**config.mk**
```make
export PLATFORM = sky130hd
export DESIGN_NAME = joy_db15_tx
export DESIGN_NICKNAME = d
export VERILOG_FILES = /design/src/rtl/joy_db15_pkg.sv /design/src/rtl/joy_db15_sync.sv /design/src/rtl/joy_db15_tx.sv
export SDC_FILE = /design/constraint.sdc
export NUM_CORES = 1
export LEC_CHECK = 0
export ABC_AREA = 1
export BUFFER_PORTS_ARGS = -buffer_cell sky130_fd_sc_hd__clkbuf_2
export CORE_UTILIZATION = 35
export DETAILED_ROUTE_END_ITERATION = 8
export REMOVE_ABC_BUFFERS = 1
export SLEW_MARGIN = 20
export SYNTH_ARGS = -nofsm -noshare
export SYNTH_HDL_FRONTEND = slang
export SYNTH_SLANG_ARGS = --single-unit
```
**constraint.sdc**
```tcl
create_clock -name clk -period 1.6 [get_ports clk]
set_input_delay 0.08 -clock clk [delete_from_list [all_inputs] [get_ports clk]]
set_output_delay 0.08 -clock clk [all_outputs]
set_load 0.02 [all_outputs]
```
**src/rtl/joy_db15_pkg.sv**
```systemverilog
// joy_db15_pkg: button bit indices and frame geometry shared by the DB15 joystick transmitter.
package joy_db15_pkg;
  localparam int BTN_R = 0;
  localparam int BTN_L = 1;
  localparam int BTN_D = 2;
  localparam int BTN_U = 3;
  localparam int BTN_A = 4;
  localparam int BTN_B = 5;
  localparam int BTN_C = 6;
  localparam int BTN_D2 = 7;
  localparam int BTN_E = 8;
  localparam int BTN_F = 9;
  localparam int BTN_START = 10;
  localparam int BTN_SELECT = 11;
  localparam int BITS_PER_PLAYER = 12;
  localparam int PLAYERS = 2;
  localparam int FRAME_LEN = BITS_PER_PLAYER * PLAYERS;
endpackage

```
**src/rtl/joy_db15_sync.sv**
```systemverilog
// joy_db15_sync: optional 2-flop synchroniser (JOY_DB15_TX_SYNC_EN) followed by rise/fall detection.
module joy_db15_sync (
  input  logic clk,
  input  logic reset,
  input  logic i_pin,
  output logic o_lvl,
  output logic o_rise,
  output logic o_fall
);
`ifdef JOY_DB15_TX_SYNC_EN
  logic [1:0] r_sync;
  always_ff @(posedge clk) r_sync <= reset ? 2'b11 : {r_sync[0], i_pin};
  assign o_lvl = r_sync[1];
`else
  assign o_lvl = i_pin;
`endif
  logic r_prev;
  always_ff @(posedge clk) r_prev <= reset ? 1'b1 : o_lvl;
  assign o_rise = o_lvl & ~r_prev;
  assign o_fall = ~o_lvl & r_prev;
endmodule

```
**src/rtl/joy_db15_tx.sv**
```systemverilog
// joy_db15_tx: 74HC165-chain model serialising two joysticks onto JOY_DATA (active-low).
// Define JOY_DB15_TX_SYNC_EN to synchronise JOY_CLK/JOY_LOAD from an asynchronous host.
module joy_db15_tx
  import joy_db15_pkg::*;
#(
  parameter int BITS_PER_PLAYER = joy_db15_pkg::BITS_PER_PLAYER,
  parameter int PLAYERS = joy_db15_pkg::PLAYERS
) (
  input  logic        clk,
  input  logic        reset,
  input  logic [15:0] joystick1,
  input  logic [15:0] joystick2,
  input  logic        JOY_CLK,
  input  logic        JOY_LOAD,
  output logic        JOY_DATA,
  output logic        frame_done,
  output logic [4:0]  bit_cnt
);
  localparam int FL = PLAYERS * BITS_PER_PLAYER;
  localparam logic [4:0] CNT_END = 5'(FL);
  logic w_clk_lvl, w_clk_rise, w_clk_fall, w_load_lvl, w_load_rise, w_load_fall, w_unused;
  logic [FL-1:0] r_sr, w_par;
  logic [4:0] r_cnt;
  logic r_done;
  joy_db15_sync u_clk (.clk(clk), .reset(reset), .i_pin(JOY_CLK), .o_lvl(w_clk_lvl), .o_rise(w_clk_rise), .o_fall(w_clk_fall));
  joy_db15_sync u_load (.clk(clk), .reset(reset), .i_pin(JOY_LOAD), .o_lvl(w_load_lvl), .o_rise(w_load_rise), .o_fall(w_load_fall));
  always_comb begin
    w_par = '1;
    for (int p = 0; p < PLAYERS; p++)
      w_par[p*BITS_PER_PLAYER +: BITS_PER_PLAYER] = p == 0 ? ~joystick1[BITS_PER_PLAYER-1:0] : p == 1 ? ~joystick2[BITS_PER_PLAYER-1:0] : '1;
  end
  // Load is level-sensitive, so it takes priority over a coincident clock edge.
  always_ff @(posedge clk)
    if (reset) begin
      r_sr <= '1;
      r_cnt <= CNT_END;
      r_done <= 1'b0;
    end else if (!w_load_lvl) begin
      r_sr <= w_par;
      r_cnt <= '0;
      r_done <= 1'b0;
    end else begin
      r_done <= w_clk_rise && r_cnt == CNT_END - 5'd1;
      if (w_clk_rise && r_cnt != CNT_END) begin
        r_sr <= {1'b1, r_sr[FL-1:1]};
        r_cnt <= r_cnt + 5'd1;
      end
    end
  assign JOY_DATA = r_sr[0];
  assign frame_done = r_done;
  assign bit_cnt = r_cnt;
  assign w_unused = ^{joystick1, joystick2, w_clk_lvl, w_clk_fall, w_load_rise, w_load_fall};
endmodule

```
Word-level counts from Yosys, hierarchy flattened. Cells that the tools add are included.

Flip-flop bits (word level): 31. Input bits: 36. Output and inout bits: 7. Word-level logic and storage cells: 21.

Add/subtract/negate cells: 1. Eq/ne operators: 3. Mux-type cells: 4. Bitwise logic cells: 5. Reduce and logical (&&, ||, !) cells: 3.

Operators by type and width (number): 2-to-1 mux 24 bit (2); NOT 12 bit (2); 2-to-1 mux 5 bit (2); adder 5 x 1 -> 5 bit, second input constant (1); equality test 5 bit, second input constant (1); inequality test 5 bit, second input constant (1); logical AND 1 bit (2); inequality test 2 x 1 -> 1 bit, second input constant (1); NOT 1 bit (2); OR reduction 2 bit (1); AND 1 bit (1).

Depth between registers and ports, before layout. Gate-level depths: netlist (run 1).

Depth in word-level cells: 5. Mapped depth: 10. Mapped depth without buffers: 9.

Cells and area by module. A second synthesis (run 1) with hierarchy kept.

Cell total of the unflattened synthesis: 217. Area total of the unflattened synthesis: 1524.0 sq um.

Modules (own cells, without submodules): joy_db15_tx (instances 1, cells each 201, area an instance 1423.9 sq um, seq. area each 600.6 sq um); joy_db15_sync (instances 2, cells each 8, area an instance 50.0 sq um, seq. area each 20.0 sq um).

Worst setup path after synthesis (run 1). OpenSTA, ideal clock, no wires.

Path type: register to register. Start: register r_cnt[0], in the netlist bit_cnt[0]. End: register r_cnt[3], in the netlist bit_cnt[3]. Arrival time: 1.336 ns. Setup slack: 0.130 ns. Stages on the path, launching flop included: 10. Clock period less this slack: 1.470 ns. Cells stage by stage: dfxtp_1 -> inv_1 -> ha_1 -> nand2_1 -> inv_1 -> nand2_2 -> nand2_4 -> buf_4 -> nand3_1 -> nand3_1.

Word-level cells in the longest chain between the ends: 3. Elaborated cells on any way between the ends: 6. Classes of those cells: add/sub: 1; eq/ne: 2; mux: 2; reduce/logical: 1.

Ends and longest elaborated chain: start: declaration (line joy_db15_tx.sv:23) `logic [4:0] r_cnt;`; start signal: assignment (line joy_db15_tx.sv:46) `r_cnt <= r_cnt + 5'd1;`; adder 5 x 1 -> 5 bit or inequality test 5 bit (tied branches) (line joy_db15_tx.sv:46, joy_db15_tx.sv:44); 2-to-1 mux 5 bit or logical AND 1 bit (tied branches) (line joy_db15_tx.sv:44) `if (w_clk_rise && r_cnt != CNT_END) begin`; 2-to-1 mux 5 bit or inequality test 2 x 1 -> 1 bit (tied branches).

Several ways; a longest one is shown, not always the timed one. The select of a mux whose other input is x is not followed. A chain may end at the register's enable or synchronous reset.

Final worst setup path (run 1). Same ends and word-level chain as after synthesis.

==> results.md, run 1 <==
* Vias per inst at 4.823
* Buf/Inv on CP at 3
* Row cnt at 23
* RSZ-0062 raised after global routing: no
* Fill cells at 435
* GP Congestion at 0.7282
* Pin count of the biggest net entering global routing at 41
* Cell family with most CP delay: simple AND/OR/NAND/NOR gates
* Final setup viols at 0
* Met1 global-route usage at 21.89%
* Pre-antenna DRT Iters at 4
* GRT Util Overall at 15.36%
* Grt ovf at 0
* Peak Freq at 695.4 MHz
* Vias in the first global route at 1176
* Max rail drop VDD at 0.3847 mV
* Hold Path Depth at 4
* I/O pins at 43
* CTS root buffer: clkbuf_8
* Post-route minimum period at 1.438 ns
* Crit path capture type: flop
* Crit-path slowest cell: dfxtp_1
* MaxCap Viol Count at 0
* Reg clk slew, reported paths at 0.07 ns
* Die X at 67.72 um
* Post-synthesis sequential area ratio at 41.06%
* CP Max Fanout at 19
* Htree depth at 2
* Slew HR at 75.79%
* Ys async rst share at 0%
* Chip height at 67.72 um
* PD cells at 921.2 nW/um^2
* Tcrit/Tclk final at 89.88%
* Worst Max-Slew Pin Slew at 0.3609 ns
* Multi-input gate area at 765.7 sq um
* Grt met3 use at 4.223%
* GRT Max-Usage Layer: met1
* Synth Area per Inst at 7.129 sq um
* Post-Syn Instances at 212
* Worst path cell trace: inv_1 -> ha_1 -> nand2_1 -> inv_1 -> nand2_2 -> nand2_8 -> buf_12 -> nor2_1 -> nand2_1 -> nand3_1
* Fraction of layout instances using a drive strength above 1 at 22.89%
* Final Hold Fails at 0
* Worst path required time at 1.82 ns
* Skew-Pair Late Insertion Delay at 0.28 ns
* Leakage at 0.8942 nW
* Post-Route WL at 3242 um
* CP Depth at 10
* Drt wl/cell at 10.84 um
* Core area at 4086 sq um
* Initial core utilization at 36.99%
* Synth warnings at 0
* # diodes at 0
* Worst R2R Path Depth at 10
* WP data arrival at 1.66 ns
* I/O Buffers at 34
* TritonCTS Buffers at 5
* CP Launch Type: flop
* Via Count at 1442
* Reg area at 620.6 sq um
* Synth Flop Type: dfxtp_1
* HPWL Detailed at 2177 um
* CTS max path bufs at 2
* Setup tns final at 0 ns
* Die area at 4585 sq um
* CTS tree: yes
* Clk sink count at 31
* Max Clock Skew at 0.009491 ns
* Most frequent cells in the layout: nand2_1 (59), nand3_1 (56), clkbuf_2 (34)
* Setup fix buffers added after clock tree synthesis at 0
* Unique masters post-synth at 20
* Initial antenna violation count at 0
* #FFs+latches synth at 31
* Hold Crit Class: in2reg
* 1st-iter DRT viols at 72
* Pins Over Slew Limit at 0
* NumNets Final at 288
* Post-Syn Area at 1511 sq um
* DR DRC count at 0
* Post-synth EDFFs at 0
* Most common cell after layout, fill and taps aside: nand2_1
* Post-DRT Antenna Nets at 0
* Routing usage on met2 at 21.29%
* Global-route wire length before repair at 5209 um
* Area growth, synth to finish at 22.35%
* Total power at 1.704 mW
* Critical path type: reg2reg
* Max incr delay on CP at 0.33 ns
* Status: finished, final reports clean
## stage by stage
stage	hold WS (ns)	instances	utilization, %	worst slack [ns]	area (sq um)
floorplan	0.1757	196	-	0.03924	1399
global placement	0.2825	291	42.56	0.1306	1739
detailed placement	0.2886	291	42.56	0.1014	1739
CTS	0.05722	299	44.83	0.07155	1832
global route	0.08968	299	45.25	0.03491	1849
finish	0.06275	299	45.25	0.1619	1849
## kinds of logic after synthesis
| logic type | count (synthesis) | synth area share (%) |
|---|---|---|
| AO/OA/AOI/OAI | 28 | 9.272 |
| XOR/XNOR | 1 | 0.5796 |
| adder cells (fa/ha/maj) | 2 | 1.655 |
| buffers and inverters | 24 | 9.436 |
| flip-flops | 31 | 41.06 |
| AND/OR/NAND/NOR | 126 | 38.00 |
## repair_timing
item | CTS | global route
gates resized for setup | 0 | 2
hold buffers | 2 | 0
endpoints found under the hold margin | 2 | 0
setup endpoints to repair | 0 | 20
## cell type report
cell class	instances	share of cell area, %
clock buffer	6	3.924
inverter	8	1.624
multi-input combinational	157	41.41
sequential	31	33.56
tap	50	3.383
timing repair buffer	47	16.10
## cells in the mapped netlist (2+ instances only)
master	number	share of area [%]
a21oi_1	4	1.3
nor2_2	2	0.83
o21ai_0	24	7.9
buf_2	3	0.99
nand2_4	2	1.5
ha_1	2	1.7
buf_6	4	3.0
dfxtp_1	31	41
nand2_2	2	0.83
nand4_1	2	0.83
buf_4	5	2.5
nor2_1	2	0.50
nand2_1	59	15
nand3_1	56	19
inv_1	6	1.5
clkbuf_1	4	0.99
## path summary, 6_finish.rpt
path | start | endpoint | slack [ns]
min reg2reg | r_sr[23] | r_sr[23] | 0.47
max | bit_cnt[0] | bit_cnt[3] | 0.16
min | joystick2[11] | r_sr[23] | 0.06
max reg2reg | bit_cnt[0] | bit_cnt[3] | 0.16
## report_power, final
group / total [mW] / internal, mW / switching (mW)
clock network: 0.557 / 0.289 / 0.268
registers: 0.857 / 0.830 / 0.0269
logic: 0.290 / 0.127 / 0.163
total: 1.70 / 1.25 / 0.458
## routing by layer
layer / wire length (um) / share of wire [%]
met2: 1321 / 41
met4: 48 / 1.5
met3: 168 / 5.2
met5: 0 / 0
met1: 1703 / 53
## worst register-to-register path: cells and delay by family (launching register included)
family / cells / cell delay, ns
AND/OR/NAND/NOR: 6 / 0.56
flip-flops: 1 / 0.33
buffers and inverters: 3 / 0.29
adder cells (fa/ha/maj): 1 / 0.18
## state kept, by name, indices dropped and copies added, names as in the netlist
signal,count
frame_done,1
u_clk.r_prev,1
bit_cnt,5
r_sr,24
Note: power is estimated with default switching activity, not from simulation.
==> inputs of run 2 (changes only) <==
- CORE_MARGIN: default -> 2
==> run 2 against run 1 <==
Against the previous run:
- first-iteration DRC count increased by 22%
- wire length decreased by 3.3%
- cell count decreased by 1.0%
- utilization decreased by 0.58 points
- clock skew decreased by 0.0019 ns
- hold slack got worse by 0.055 ns
- combinational power decreased by 6.9%
- clock power increased by 20%
- clock-buffer cell count increased by 2
- sequential cell count unchanged
- cell area decreased by 1.3%
==> results.md, run 2 (same netlist as run 1, synthesis figures left out) <==
* Most common cell after layout, fill and taps aside: nand2_1 (unchanged)
* I/O pins at 43 (unchanged)
* CTS max path bufs at 2 (unchanged)
* Pre-CTS WS at 0.1428 ns (was 0.1014 ns)
* Status: finished, final reports clean (unchanged)
* Chip height at 69.72 um (was 67.72 um)
* CTS tree: yes (unchanged)
* WP data arrival at 1.66 ns (about the same)
* Post-route minimum period at 1.434 ns (was 1.438 ns)
* Non-filler cells, final at 296 (was 299)
* Htree depth at 2 (unchanged)
* Pre-antenna DRT Iters at 4 (unchanged)
* Post-DRT Antenna Nets at 0 (unchanged)
* Global-route wire length before repair at 5333 um (was 5209 um)
* Slew HR at 80.69% (was 75.79%)
* Row cnt at 23 (unchanged)
* Most flop-heavy register: r_sr (unchanged)
* Max Clock Skew at 0.007620 ns (was 0.009491 ns)
* Grt ovf at 0 (unchanged)
* Post-Route WL at 3135 um (was 3242 um)
* Initial antenna violation count at 0 (unchanged)
* CP Max Fanout at 16 (was 19)
* Crit path capture type: flop (unchanged)
* Setup fix buffers added after clock tree synthesis at 0 (unchanged)
* I/O Buffers at 34 (unchanged)
* Area growth, synth to finish at 20.78% (was 22.35%)
* GP Congestion at 0.7156 (was 0.7282)
* Peak Freq at 697.1 MHz (was 695.4 MHz)
* Worst path cell trace: inv_1 -> ha_1 -> nand2_1 -> inv_1 -> nand2_2 -> nand2_4 -> buf_12 -> nor2_1 -> nand2_1 -> nand3_1 (was inv_1 -> ha_1 -> nand2_1 -> inv_1 -> nand2_2 -> nand2_8 -> buf_12 -> nor2_1 -> nand2_1 -> nand3_1)
* Fraction of layout instances using a drive strength above 1 at 22.76% (was 22.89%)
* Vias per inst at 4.767 (was 4.823)
* Most frequent cells in the layout: nand2_1 (59), nand3_1 (56), clkbuf_2 (34) (unchanged)
* Leakage at 0.8904 nW (was 0.8942 nW)
* Die X at 69.72 um (was 67.72 um)
* Hold Crit Class: in2reg (unchanged)
* Routing usage on met2 at 19.98% (was 21.29%)
* 1st-iter DRT viols at 88 (was 72)
* HPWL Detailed at 2046 um (was 2177 um)
* Critical path type: reg2reg (unchanged)
* Max rail drop VDD at 0.5605 mV (was 0.3847 mV)
* TritonCTS Buffers at 5 (unchanged)
* Final setup viols at 0 (unchanged)
* Max reg flops at 24 (unchanged)
* Initial core utilization at 36.99% (unchanged)
* Met1 global-route usage at 18.17% (was 21.89%)
* Die area at 4860 sq um (was 4585 sq um)
* Core area at 4086 sq um (unchanged)
* NumNets Final at 283 (was 288)
* Tcrit/Tclk final at 89.65% (was 89.88%)
* GRT Util Overall at 13.44% (was 15.36%)
* MaxCap Viol Count at 0 (unchanged)
* Worst Max-Slew Pin Slew at 0.2893 ns (was 0.3609 ns)
* Cell family with most CP delay: simple AND/OR/NAND/NOR gates (unchanged)
* # diodes at 0 (unchanged)
* Hold WS at 0.008058 ns (was 0.06275 ns)
* Hold buffer count at CTS at 0 (was 2)
* PD cells at 984.7 nW/um^2 (was 921.2 nW/um^2)
* Pin count of the biggest net entering global routing at 78 (was 41)
* DR DRC count at 0 (unchanged)
* Via Count at 1411 (was 1442)
* Final Hold Fails at 0 (unchanged)
* CP Launch Type: flop (unchanged)
* CTS root buffer: clkbuf_8 (unchanged)
* Grt met3 use at 4.215% (was 4.223%)
* Vias in the first global route at 1185 (was 1176)
* Skew-Pair Late Insertion Delay at 0.28 ns (about the same)
* Crit-path slowest cell: dfxtp_1 (unchanged)
* Setup ws final at 0.1655 ns (was 0.1619 ns)
* DP Cell Count at 288 (was 291)
* Reg clk slew, reported paths at 0.07 ns (about the same)
* GRT Max-Usage Layer: met2 (was met1)
* Clk sink count at 31 (unchanged)
* Total power at 1.798 mW (was 1.704 mW)
* Max incr delay on CP at 0.33 ns (about the same)
* Worst path required time at 1.82 ns (about the same)
* Drt wl/cell at 10.59 um (was 10.84 um)
* Buf/Inv on CP at 3 (unchanged)
* Pins Over Slew Limit at 0 (unchanged)
## run 2: timing repair
action	4_1_cts	5_1_grt
gates resized for setup	0	1
endpoints found under the setup margin	0	2
hold endpoints to repair	0	0
## run 2: tightest hold or removal path, stage by stage
cell and delay [ns]:
clkbuf_2 0.07, inv_1 0.05, nand2_1 0.05
## run 2: report_power, final
part           leakage [nW]  switching [mW]  internal [mW]
combinational         0.581           0.153          0.117
sequential            0.258          0.0302          0.830
clock                0.0515           0.276          0.392
## run 2: worst paths after layout
kind / from / to / slack, ns / cells after the start
worst min-delay path: JOY_CLK / u_clk.r_prev / 0.008 / 3
worst min register to register: r_sr[23] / r_sr[23] / 0.47 / 2
worst max-delay path: bit_cnt[0] / bit_cnt[4] / 0.17 / 10
worst max register to register: bit_cnt[0] / bit_cnt[4] / 0.17 / 10
## run 2: layout make-up
| class | count | area [sq um] |
|---|---|---|
| multi-input cells | 157 | 757.0 |
| fillers | 435 | 2261 |
| flip-flops and latches | 31 | 620.6 |
| well taps | 50 | 62.56 |
| clock buffers | 8 | 100.1 |
| inverters | 8 | 30.03 |
| repair buffers | 42 | 255.2 |
## run 2: metal layers
metal / vias to the layer above / part of all wire, %
met3: 4 / 5.2
met2: 31 / 43
met4: 0 / 1.2
met5: - / 0
li1: 772 / -
met1: 604 / 51
## run 2: stage by stage
step / util (%) / instance area [sq um] / setup TNS (ns)
floorplan: - / 1399 / 0
global placement: 42.01 / 1717 / 0
detailed placement: 42.01 / 1717 / 0
CTS: 44.46 / 1817 / 0
global route: 44.67 / 1826 / -0.002172
finish: 44.67 / 1826 / 0
==> inputs of run 3 (changes only) <==
- CORE_UTILIZATION: 35 -> 49
- PLACE_DENSITY: default -> 0.76
==> run 3 against run 2 <==
Against the previous run:
- critical endpoint is now r_sr[23]
- clock power down 31%
- combinational power is essentially flat
- critical path depth fell by 1
- die area decreased by 27%
- setup slack got worse by 0.021 ns
- wire length shrank 5.7%
- highest routed layer unchanged
==> results.md, run 3 (same netlist as run 1, synthesis figures left out) <==
* Htree depth at 2 (unchanged)
* Core area at 3003 sq um (was 4086 sq um)
* Peak Freq at 687.3 MHz (was 697.1 MHz)
* Critical path type: reg2reg (unchanged)
* Chip height at 59.54 um (was 69.72 um)
* Fraction of layout instances using a drive strength above 1 at 22.67% (was 22.76%)
* Row cnt at 20 (was 23)
* Pre-CTS WS at 0.1893 ns (was 0.1428 ns)
* Tcrit/Tclk final at 90.94% (was 89.65%)
* Max reg flops at 24 (unchanged)
* Vias in the first global route at 1168 (was 1185)
* I/O Buffers at 34 (unchanged)
* GP Congestion at 0.7785 (was 0.7156)
* TritonCTS Buffers at 5 (unchanged)
* RSZ-0062 raised after global routing: no
* DR DRC count at 0 (unchanged)
* CP Launch Type: flop (unchanged)
* Vias per inst at 5.132 (was 4.767)
* GRT Util Overall at 18.27% (was 13.44%)
* Worst Max-Slew Pin Slew at 0.4193 ns (was 0.2893 ns)
* NumNets Final at 285 (was 283)
* Hold Path Depth at 4 (was 3)
* Slew HR at 71.88% (was 80.69%)
* Status: finished, final reports clean (unchanged)
* HPWL Detailed at 1893 um (was 2046 um)
* Most common cell after layout, fill and taps aside: nand2_1 (unchanged)
* Max rail drop VDD at 0.6041 mV (was 0.5605 mV)
* Pins Over Slew Limit at 0 (unchanged)
* Final Hold Fails at 0 (unchanged)
* WP data arrival at 1.72 ns (was 1.66 ns)
* Die area at 3545 sq um (was 4860 sq um)
* Setup ws final at 0.1450 ns (was 0.1655 ns)
* Global-route wire length before repair at 4926 um (was 5333 um)
* Post-route minimum period at 1.455 ns (was 1.434 ns)
* I/O pins at 43 (unchanged)
* Drt wl/cell at 10.56 um (was 10.59 um)
* Skew-Pair Late Insertion Delay at 0.32 ns (was 0.28 ns)
* Setup tns final at 0 ns (unchanged)
* Area growth, synth to finish at 16.64% (was 20.78%)
* Die X at 59.54 um (was 69.72 um)
* Pin count of the biggest net entering global routing at 78 (unchanged)
* PD cells at 899.6 nW/um^2 (was 984.7 nW/um^2)
* 1st-iter DRT viols at 100 (was 88)
* # diodes at 0 (unchanged)
* CTS max path bufs at 2 (unchanged)
* Most frequent cells in the layout: nand2_1 (59), nand3_1 (56), clkbuf_2 (34) (unchanged)
* Grt ovf at 0 (unchanged)
* Hold_sp: joystick2[11] (was JOY_CLK)
* CTS root buffer: clkbuf_4 (was clkbuf_8)
* Max Clock Skew at 0.01057 ns (was 0.007620 ns)
* Post-DRT Antenna Nets at 0 (unchanged)
* Hold WS at 0.01306 ns (was 0.008058 ns)
* Crit path capture type: flop (unchanged)
* CTS tree: yes (unchanged)
* Worst path required time at 1.86 ns (was 1.82 ns)
* Pre-antenna DRT Iters at 5 (was 4)
* Post-Route WL at 2957 um (was 3135 um)
* MaxCap Viol Count at 0 (unchanged)
* Reg2Reg Setup Slack at 0.15 ns (was 0.17 ns)
* Initial antenna violation count at 0 (unchanged)
* Clk sink count at 31 (unchanged)
* Hold path endpoint: r_sr[23] (was u_clk.r_prev)
* Worst R2R Path Depth at 9 (was 10)
* Most flop-heavy register: r_sr (unchanged)
* Reg2reg end: r_sr[23] (was bit_cnt[4])
* Fin util at 58.71% (was 44.67%)
* RR Startpoint: bit_cnt[0] (unchanged)
* Via Count at 1437 (was 1411)
* Reg clk slew, reported paths at 0.10 ns (was 0.07 ns)
* Leakage at 0.8752 nW (was 0.8904 nW)
* Initial core utilization at 50.33% (was 36.99%)
* Final setup viols at 0 (unchanged)
* Hold Crit Class: in2reg (unchanged)
* CP Max Fanout at 24 (was 16)
* Fill cells at 289 (was 435)
run 3: changes by cell type in the layout (fill, tap and decap cells not counted), sizes merged:
cell / delta
dlygate4sd3: +2
clkinv: +1
clkbuf: -2
run 3: worst max-delay path by stage:
stage | startpoint | slack [ns] | depth (start not counted) | to
3_3_place_gp | bit_cnt[0] | 0.21 | 9 | r_sr[23]
3_5_place_dp | bit_cnt[0] | 0.19 | 9 | r_sr[23]
4_1_cts | bit_cnt[0] | 0.14 | 9 | r_sr[23]
5_1_grt | bit_cnt[0] | 0.008 | 9 | r_sr[1]
2_1_floorplan | bit_cnt[0] | 0.04 | 9 | r_sr[23]
6_report | bit_cnt[0] | 0.15 | 9 | r_sr[23]
run 3: stage by stage:
| step | cell area [sq um] | std cells | power [mW] |
|---|---|---|---|
| after floorplan | 1399 | 196 | 1.034 |
| after global placement | 1683 | 271 | 1.136 |
| after CTS | 1759 | 280 | 1.607 |
| final | 1763 | 280 | 1.586 |
| after global routing | 1763 | 280 | 1.690 |
| after detailed placement | 1683 | 271 | 1.141 |
run 3: final cells by class:
type / instances / area [sq um] / share of cell area [%]
Sequential cell: 31 / 620.6 / 35.20
Clock inverter: 1 / 5.005 / 0.2839
Multi-Input combinational cell: 157 / 748.2 / 42.44
Clock buffer: 6 / 51.30 / 2.910
Inverter: 8 / 30.03 / 1.703
Timing Repair Buffer: 44 / 266.5 / 15.12
Tap cell: 33 / 41.29 / 2.342
run 3: repair_timing:
item / in CTS / in global routing
gates resized for setup: 0 / 1
setup endpoints to repair: 0 / 1
hold endpoints to repair: 2 / 0
hold buffers: 2 / 0
buffers inserted: 0 / 0
run 3: report_power, final:
group / internal, mW / total (mW) / switching, mW
logic: 0.117 / 0.267 / 0.150
clock network: 0.204 / 0.461 / 0.257
registers: 0.829 / 0.858 / 0.0296
total: 1.15 / 1.59 / 0.437
run 3: routing by layer:
| metal | part of all wire [%] | vias up | global-route usage [%] |
|---|---|---|---|
| met5 | 0 | - | 0 |
| met4 | 0.71 | 0 | 5.714 |
| met3 | 6.8 | 2 | 6.987 |
| met2 | 44 | 46 | 27.47 |
| met1 | 49 | 614 | 24.25 |
| li1 | - | 775 | - |
run 3: worst max-delay path, cell delays in order (launching register included):
cell and delay [ns]:
dfxtp_1 0.35, inv_1 0.06, ha_1 0.20, nand2_1 0.06, inv_1 0.04, nand2_2 0.10
nand2_4 0.13, nand2_4 0.25, o21ai_0 0.13, nand2_1 0.07
